===== src/rtl/fifo_pkg.sv =====
// Shared constants for the dual-clock 32-bit FIFO and its front ends.
package fifo_pkg;

    localparam int FIFO_DATA_WIDTH = 32;
    localparam int FIFO_DEPTH      = 16;
    localparam int BYTE_W          = 8;

    // Number of byte lanes in a word of width dw built from bw-bit bytes.
    function automatic int lanes_f(input int dw, input int bw);
        return dw / bw;
    endfunction

    localparam int LANES_C = lanes_f(FIFO_DATA_WIDTH, BYTE_W);

endpackage


===== src/rtl/fifo_w_byte_packer.sv =====
// Write-domain byte packer: gathers a valid/ready byte stream little-endian
// into FIFO words, padding and flushing partial words on s_last_i or after
// an idle timeout, and writes them through a single output register.
//
// Handshake: a byte moves on every rising clk_w_i edge where s_valid_i and
// s_ready_o are both high; s_data_i/s_last_i are only sampled on that edge.
// s_ready_o depends only on the output register and full_i, never on
// s_valid_i. The FIFO side has no ready: wen_o is a one-cycle write strobe
// that is never raised while full_i is high.
module fifo_w_byte_packer
    import fifo_pkg::*;
#(
    parameter int                DATA_WIDTH    = FIFO_DATA_WIDTH,
    parameter int                BYTE_W        = 8,
    parameter logic [BYTE_W-1:0] PAD_BYTE      = '0,
    parameter int                FLUSH_TIMEOUT = 64,
    parameter int                CNT_WIDTH     = 16
) (
    input  logic                  clk_w_i,
    input  logic                  rst_w_an_i,
    input  logic                  s_valid_i,
    input  logic [BYTE_W-1:0]     s_data_i,
    input  logic                  s_last_i,
    output logic                  s_ready_o,
    input  logic                  full_i,
    output logic                  wen_o,
    output logic [DATA_WIDTH-1:0] wdata_o,
    output logic                  partial_o,
    output logic [CNT_WIDTH-1:0]  word_cnt_o
);

    localparam int LANES = lanes_f(DATA_WIDTH, BYTE_W);
    localparam int LW    = (LANES > 1) ? $clog2(LANES) : 1;
    localparam int IW    = (FLUSH_TIMEOUT > 0) ? $clog2(FLUSH_TIMEOUT + 1) : 1;

    localparam logic [LW-1:0] LANE_LAST = LW'(LANES - 1);
    localparam logic [IW-1:0] IDLE_MAX  = IW'(FLUSH_TIMEOUT);
    localparam logic          TO_EN     = (FLUSH_TIMEOUT > 0);

    logic [DATA_WIDTH-1:0] acc_q, acc_d;
    logic [LW-1:0]         lane_q, lane_d;
    logic [DATA_WIDTH-1:0] out_q, out_d;
    logic                  pend_q, pend_d;
    logic [IW-1:0]         idle_q, idle_d;
    logic [CNT_WIDTH-1:0]  word_cnt_q, word_cnt_d;

    logic                  accept;
    logic                  completing;
    logic                  flush_hit;
    logic [DATA_WIDTH-1:0] merged;
    logic [DATA_WIDTH-1:0] byte_word;
    logic [DATA_WIDTH-1:0] flush_word;

    // The output register is free when empty or draining in this cycle.
    assign wen_o      = pend_q & ~full_i;
    assign s_ready_o  = ~pend_q | ~full_i;
    assign wdata_o    = out_q;
    assign partial_o  = (lane_q != '0);
    assign word_cnt_o = word_cnt_q;

    // Build the merged accumulator and both padded candidate words.
    always_comb begin
        merged     = acc_q;
        byte_word  = acc_q;
        flush_word = acc_q;
        for (int i = 0; i < LANES; i++) begin
            if (LW'(i) == lane_q) begin
                merged[i*BYTE_W +: BYTE_W]     = s_data_i;
                byte_word[i*BYTE_W +: BYTE_W]  = s_data_i;
                flush_word[i*BYTE_W +: BYTE_W] = PAD_BYTE;
            end else if (LW'(i) > lane_q) begin
                byte_word[i*BYTE_W +: BYTE_W]  = PAD_BYTE;
                flush_word[i*BYTE_W +: BYTE_W] = PAD_BYTE;
            end
        end
    end

    // Next-state logic: byte accept has priority over the idle flush.
    always_comb begin
        accept     = s_valid_i & s_ready_o;
        completing = accept & (s_last_i | (lane_q == LANE_LAST));
        flush_hit  = TO_EN & ~accept & (lane_q != '0) &
                     (idle_q == IDLE_MAX) & s_ready_o;

        acc_d      = acc_q;
        lane_d     = lane_q;
        out_d      = out_q;
        pend_d     = pend_q;
        idle_d     = idle_q;
        word_cnt_d = word_cnt_q;

        if (wen_o) begin
            pend_d     = 1'b0;
            word_cnt_d = word_cnt_q + 1'b1;
        end

        if (completing) begin
            out_d  = byte_word;
            pend_d = 1'b1;
            lane_d = '0;
            acc_d  = '0;
            idle_d = '0;
        end else if (accept) begin
            acc_d  = merged;
            lane_d = lane_q + 1'b1;
            idle_d = '0;
        end else if (flush_hit) begin
            out_d  = flush_word;
            pend_d = 1'b1;
            lane_d = '0;
            acc_d  = '0;
            idle_d = '0;
        end else if (!TO_EN || lane_q == '0) begin
            idle_d = '0;
        end else if (idle_q != IDLE_MAX) begin
            idle_d = idle_q + 1'b1;
        end
    end

    // State registers, cleared asynchronously so a reset drops wen_o at once.
    always_ff @(posedge clk_w_i or negedge rst_w_an_i) begin
        if (!rst_w_an_i) begin
            acc_q      <= '0;
            lane_q     <= '0;
            out_q      <= '0;
            pend_q     <= 1'b0;
            idle_q     <= '0;
            word_cnt_q <= '0;
        end else begin
            acc_q      <= acc_d;
            lane_q     <= lane_d;
            out_q      <= out_d;
            pend_q     <= pend_d;
            idle_q     <= idle_d;
            word_cnt_q <= word_cnt_d;
        end
    end

endmodule


===== config.mk =====
export PLATFORM = sky130hd
export DESIGN_NAME = fifo_w_byte_packer
export DESIGN_NICKNAME = d
export VERILOG_FILES = /design/src/rtl/fifo_pkg.sv /design/src/rtl/fifo_w_byte_packer.sv
export SDC_FILE = /design/constraint.sdc
export NUM_CORES = 1
export LEC_CHECK = 0
export BUFFER_PORTS_ARGS = -buffer_cell sky130_fd_sc_hd__buf_2
export CORE_UTILIZATION = 55
export CTS_CLUSTER_DIAMETER = 150
export DETAILED_ROUTE_END_ITERATION = 10
export GPL_TIMING_DRIVEN = 0
export PLACE_DENSITY = 0.79
export SLEW_MARGIN = 20
export SYNTH_ARGS = -nofsm -noshare
export SYNTH_HDL_FRONTEND = slang
export SYNTH_SLANG_ARGS = --single-unit
export TNS_END_PERCENT = 10

===== constraint.sdc =====
create_clock -name clk_w_i -period 4.65 [get_ports clk_w_i]
set_clock_uncertainty 0.15 [all_clocks]
set_input_delay 0.465 -clock clk_w_i [delete_from_list [all_inputs] [get_ports clk_w_i]]
set_output_delay 0.465 -clock clk_w_i [all_outputs]
set_load 0.02 [all_outputs]

==> impl_metrics.csv, run 1 <==
group,metric,value,unit
floorplanning,die_w,83.5,µm
placed_design,dp.cells,428,
detailed_routing,detail-route-antenna-nets,0,
clock_network,clk_pin_slew,0.09,ns
sta,min_period_over_period,0.547,
placed_design,hpwl,5650,µm
floorplanning,core_area,6390,µm²
yosys,netlist_instances,287,
sta,slew-limit-headroom,0.313,
final_layout,nNetsFinal,383,
pwr,total_power,2.27,mW
yosys,syn-num-nets,307,
yosys,async_reset_ff_frac,1.00,
clock_network,htreeDepth,3,
detailed_routing,dr.pass1.iters,4,
clock_network,post_cts_buffers,0,
clock_network,cts_tree,"done",
final_layout,stdcell_count,445,
yosys,synth.avg_cell_area,12.7,µm²
sta,drv_slew,0,
placed_design,place_ws,2.14,ns
setup_path,cp-start-kind,"flip-flop",
setup_path,worst_ep_required_time,4.78,ns
detailed_routing,drtIter0Drc,177,
global_route,grt_pass1_vias,2700,
min_path,hold_class,"input pin to flip-flop",
floorplanning,die_area,6970,µm²
setup_path,critPathCaptureType,"flip-flop",
global_route,antenna_found_initial,0,
global_route,track_usage,0.246,
final_layout,mostFrequentLayoutCells,"82 x dfrtp_1, 63 x buf_2, 26 x mux2_2, 22 x a221o_1, 19 x and3_1",
floorplanning,io_pins,64,
yosys,ys.warnings.count,0,
yosys,synth-seq-area-share,0.562,
final_layout,n_antenna_cell,0,
clock_network,cts_buffers,9,
sta,rsz0062_at_grt,"false",
setup_path,path_max_fanout,10,
final_layout,area_growth_syn_to_layout,17.6,%
setup_path,r2r_setup_slack,2.10,ns
global_route,grt_pass1_wl,13300,µm
pwr,power.density,528,nW/µm²
global_route,grt_max_degree,43,
clock_network,cts_root_buf,"clkbuf_8",
setup_path,crit_type,"flip-flop to flip-flop",
placed_design,gp_congestion,0.797,
run,cap_violations,0,
sta,setup_viol,0,
sta,finalHoldWorstSlack,0.264,ns
sta,period_needed,2.55,ns
yosys,synth-main-ff-cell,"dfrtp_1",
detailed_routing,drcViolationCount,0,
placed_design,port_buffers,63,
detailed_routing,wire_per_inst,18.0,µm
sta,worst_slew_pin_slew,1.03,ns
sta,tns,0,ns
detailed_routing,drt-vias-per-instance,6.00,
yosys,ys_types,46,
setup_path,critPathSlowestCell,"a211oi_4",
clock_network,clk_path_buf_depth,2,
floorplanning,die_y,83.5,µm
setup_path,crit_chain,"inv_1 -> ha_1 -> a211oi_1 -> nand3_2 -> a211oi_4 -> a221o_1",
clock_network,cts_sinks,82,
setup_path,arrival,2.68,ns
yosys,synth_edf_count,0,
detailed_routing,routed_wl,8030,µm
final_layout,final.fill_count,496,
pwr,p_leak,2.21,nW
sta,worst_slack,2.10,ns
yosys,ys_ff_latch,82,
sta,finalHoldViolCount,0,
pwr,vdd_drop_max,0.331,mV
global_route,overflow,0,
yosys,synth_area,3650,µm²
floorplanning,rows,29,
floorplanning,start_util,0.572,
sta,fmax,393,MHz
run_status,outcome,"finished clean",
setup_path,slowest_delay,0.47,ns
final_layout,mostFrequentLayoutCell,"dfrtp_1",
clock_network,clock_latency,0.34,ns
detailed_routing,dr_total_vias,2670,
final_layout,drive_gt1_frac,0.334,
logic make-up after synthesis:
group                      count (synthesis)  share of synthesized area
and+or+nand+nor                           89                      0.143
DFF                                       82                      0.562
AOI/OAI and AO/OA                         51                      0.129
muxes                                     26                     0.0802
xor gates and xnor gates                  19                     0.0456
buffers and inverters                     13                     0.0168
adders and majority gates                  7                     0.0240
sequential cells by signal (all words and copies together), names as in the netlist:
signal and flops:
wdata_o 32, acc_q 24, word_cnt_o 16, idle_q 7, lane_q 2, pend_q 1
layout make-up:
cell class	count	area, µm²	share of cell area
Buffer	6	35.0	0.00815
Inverter	7	26.3	0.00612
Multi-Input combinational cell	192	1540	0.358
Tap cell	77	96.3	0.0224
Timing Repair Buffer	65	348	0.0810
Clock inverter	7	76.3	0.0178
Clock buffer	9	124	0.0288
Sequential cell	82	2050	0.478
cell usage after synthesis, types with 2 or more instances:
cell type | instances | share of area
dfrtp_1 | 82 | 0.56
mux2_2 | 26 | 0.080
a221o_1 | 22 | 0.060
and3_1 | 19 | 0.033
nand3_1 | 16 | 0.022
and2_1 | 15 | 0.026
nor2_1 | 11 | 0.011
xnor2_1 | 11 | 0.026
a22o_1 | 10 | 0.024
xor2_1 | 8 | 0.019
ha_1 | 7 | 0.024
nand2_1 | 7 | 0.0072
inv_1 | 6 | 0.0062
a21oi_1 | 5 | 0.0069
o211ai_2 | 3 | 0.010
and2_0 | 2 | 0.0034
and4_1 | 2 | 0.0048
clkbuf_1 | 2 | 0.0021
nand3b_1 | 2 | 0.0041
nand4_1 | 2 | 0.0034
nor3_1 | 2 | 0.0027
nor3b_1 | 2 | 0.0041
o21ai_0 | 2 | 0.0027
critical path, delay by kind of cell (launching register included):
kind,cells,cell delay (ns)
compound gates,3,1.11
fa+ha+maj,1,0.31
buf+inv,1,0.16
flops,1,0.43
simple gates,1,0.32
where the power goes:
| part | switching [mW] | internal (mW) | total [mW] |
|---|---|---|---|
| logic | 0.450 | 0.298 | 0.748 |
| clock network | 0.266 | 0.252 | 0.517 |
| registers | 0.124 | 0.879 | 1.00 |
| total | 0.839 | 1.43 | 2.27 |
per-stage QoR:
stage | instance area [µm²] | utilization
after floorplan | 3650 | -
after global placement | 4060 | 0.636
after detailed placement | 4090 | 0.640
after CTS | 4300 | 0.673
after global routing | 4300 | 0.673
final | 4300 | 0.673
metal layers:
layer,global-route usage,vias to the layer above,share of wire
li1,-,1223,-
met1,0.337,1339,0.44
met2,0.398,98,0.49
met3,0.0534,10,0.062
met4,0.0709,0,0.010
met5,0,-,0
path summary, 6_finish.rpt:
check	endpoint	start	cells past startpoint
min in group asynchronous	word_cnt_o[10]	rst_w_an_i	2
setup / recovery	wdata_o[19]	lane_q[1]	6
hold / removal	wdata_o[30]	s_data_i[6]	2
setup reg to reg	wdata_o[19]	lane_q[1]	6
hold reg to reg	word_cnt_o[15]	word_cnt_o[15]	1
max in group asynchronous	wdata_o[13]	rst_w_an_i	3
what timing repair did:
item / in CTS / in global routing
hold buffers: 1 / 0
hold endpoints to repair: 41 / 0
gates resized for setup: 0 / 0
Power figures use the tool's default switching activity.
==> run 2, diff against run 1 <==
--- a/config.mk
+++ b/config.mk
@@ -6,11 +6,11 @@
 export NUM_CORES = 1
 export LEC_CHECK = 0
 export BUFFER_PORTS_ARGS = -buffer_cell sky130_fd_sc_hd__buf_2
-export CORE_UTILIZATION = 55
+export CORE_UTILIZATION = 50
 export CTS_CLUSTER_DIAMETER = 150
 export DETAILED_ROUTE_END_ITERATION = 10
 export GPL_TIMING_DRIVEN = 0
-export PLACE_DENSITY = 0.79
+export PLACE_DENSITY = 0.75
 export SLEW_MARGIN = 20
 export SYNTH_ARGS = -nofsm -noshare
 export SYNTH_HDL_FRONTEND = slang
==> constraint.sdc (replaced) <==
create_clock -name clk_w_i -period 2.17 [get_ports clk_w_i]
set_clock_uncertainty 0.15 [all_clocks]
set_input_delay 0.217 -clock clk_w_i [delete_from_list [all_inputs] [get_ports clk_w_i]]
set_output_delay 0.217 -clock clk_w_i [all_outputs]
set_load 0.02 [all_outputs]
==> impl_metrics.csv, run 2 (synthesized netlist as in run 1, its figures left out) <==
group,metric,value,unit
detailed_routing,route.met2.wl,4280,µm
sta,setup_viol,0,
clock_network,cts_tree,"done",
final_layout,largest_reg_flops,32,
placed_design,port_buffers,63,
sta,slew-limit-headroom,0.630,
sta,tns,0,ns
detailed_routing,wl_met3,427,µm
global_route,grt_pass1_vias,2663,
run_status,outcome,"finished clean",
sta,fmax,467,MHz
min_path,hold_end,"wdata_o[29]",
final_layout,area_growth_syn_to_layout,26.1,%
setup_path,cp-start-kind,"flip-flop",
sta,finalHoldViolCount,0,
floorplanning,core_area,6910,µm²
clock_network,clk_pin_slew,0.08,ns
detailed_routing,drtIter0Drc,221,
clock_network,cts_buffers,9,
placed_design,place_area,4120,µm²
pwr,netSwitchingFraction,0.366,
sta,rsz0062_at_grt,"true",
detailed_routing,dr.pass1.iters,4,
final_layout,nNetsFinal,396,
floorplanning,die_y,87.5,µm
setup_path,rr_endpoint,"wdata_o[9]",
pwr,power_frac_comb,0.348,
placed_design,gp_congestion,0.816,
clock_network,clk_path_buf_depth,2,
pwr,seq_power_share,0.409,
detailed_routing,top_layer,"met4",
global_route,grt_pass1_wl,13800,µm
min_path,hold_path_depth,2,
clock_network,htreeDepth,3,
pwr,vdd_drop_max,0.537,mV
min_path,hold_class,"input pin to flip-flop",
global_route,overflow,0,
setup_path,worst_ep_required_time,2.27,ns
floorplanning,rows,30,
detailed_routing,routed_wl,8690,µm
setup_path,critPathCaptureType,"flip-flop",
pwr,cell_internal_pwr,3.33,mW
final_layout,fin_area,4610,µm²
setup_path,crit_start,"lane_q[0]",
detailed_routing,drcViolationCount,0,
detailed_routing,wire_per_inst,18.2,µm
final_layout,drive_gt1_frac,0.375,
setup_path,path_max_fanout,10,
clock_network,cts_sinks,82,
pwr,p_sw,1.92,mW
detailed_routing,drt-vias-per-instance,5.79,
floorplanning,die_w,87.5,µm
min_path,worstHoldStart,"s_data_i[5]",
pwr,p_leak,2.32,nW
sta,period_needed,2.14,ns
sta,drv_slew,0,
setup_path,arrival,2.24,ns
floorplanning,die_area,7650,µm²
final_layout,n_antenna_cell,0,
detailed_routing,detail-route-antenna-nets,0,
setup_path,r2r_start,"lane_q[0]",
clock_network,clock_latency,0.38,ns
detailed_routing,wl_met1,3780,µm
clock_network,cts_root_buf,"clkbuf_8",
pwr,power.density,1140,nW/µm²
floorplanning,start_util,0.529,
final_layout,mostFrequentLayoutCells,"80 x dfrtp_1, 62 x buf_2, 26 x mux2_2, 22 x a221o_1, 19 x and3_1",
final_layout,final.fill_count,544,
global_route,track_usage,0.246,
setup_path,r2r_setup_slack,0.03,ns
setup_path,crit_type,"flip-flop to flip-flop",
sta,min_period_over_period,0.986,
pwr,clkPwrFrac,0.242,
floorplanning,io_pins,64,
global_route,antenna_found_initial,0,
final_layout,mostFrequentLayoutCell,"dfrtp_1",
setup_path,rr_worst_depth,6,
global_route,grt_max_degree,60,
detailed_routing,dr_total_vias,2763,
placed_design,hpwl,5690,µm
sta,worst_slew_pin_slew,0.550,ns
run,cap_violations,0,
run 2: cell types whose count changed in the layout (fill, tap and decap cells not counted), moves of 2 or more:
cell | previous run | this run
and2_0 | 2 | 0
and2_1 | 15 | 17
buf_4 | 2 | 10
dfrtp_1 | 82 | 80
dfrtp_2 | 0 | 2
dlygate4sd3_1 | 1 | 4
nand3_4 | 0 | 2
o211ai_2 | 3 | 0
o211ai_4 | 0 | 3
run 2: how the worst max path moves through the flow:
stage                   to
2_1_floorplan    acc_q[10]
3_3_place_gp   wdata_o[20]
3_5_place_dp   wdata_o[16]
4_1_cts        wdata_o[23]
5_1_grt         wdata_o[9]
6_report        wdata_o[9]
run 2: per-layer routing:
metal  GRT usage  vias to the layer above
li1            -                     1245
met1       0.323                     1409
met2       0.394                       87
met3      0.0701                       22
met4      0.0820                        0
met5           0                        -
run 2: repair_timing:
item                                    CTS  global route
hold buffers                              4             0
pin swaps                                 4             3
gates resized for setup                  14            11
setup buffers                             3             7
hold endpoints to repair                 85             0
endpoints found under the setup margin   56            56
run 2: worst max-delay path, cell delays in order (launching register included):
cell	delay [ns]
dfrtp_2	0.45
ha_1	0.26
nor2_4	0.22
or2_4	0.20
clkbuf_4	0.21
o22ai_2	0.17
a221o_1	0.35
run 2: power by group through the flow:
stage / Combinational (mW) / Clock (mW) / Sequential [mW]
global placement: 1.58 / 0 / 2.15
finish: 1.83 / 1.27 / 2.15
global route: 1.97 / 1.35 / 2.19
floorplan: 0.765 / 0 / 2.44
detailed placement: 1.61 / 0 / 2.16
CTS: 1.74 / 1.28 / 2.14
run 2: final cells by class:
class / instances / area (µm²) / share of cell area
Buffer: 6 / 37.5 / 0.00815
Clock buffer: 10 / 138 / 0.0299
Clock inverter: 6 / 88.8 / 0.0193
Inverter: 7 / 28.8 / 0.00625
Multi-Input combinational cell: 192 / 1650 / 0.359
Sequential cell: 82 / 2050 / 0.446
Tap cell: 96 / 120 / 0.0261
Timing Repair Buffer: 78 / 485 / 0.105
run 2: metrics by stage:
stage | std cells | hold slack [ns] | power, mW | worst slack (ns) | utilization
final | 477 | 0.00185 | 5.25 | 0.0301 | 0.667
after global routing | 477 | 0.0130 | 5.51 | -0.0131 | 0.667
after CTS | 470 | 0.00125 | 5.16 | -0.0397 | 0.655
after detailed placement | 447 | -0.0109 | 3.77 | -0.376 | 0.596
after global placement | 446 | 0.305 | 3.73 | -0.362 | 0.592
after floorplan | 287 | -0.229 | 3.21 | 0.0662 | -
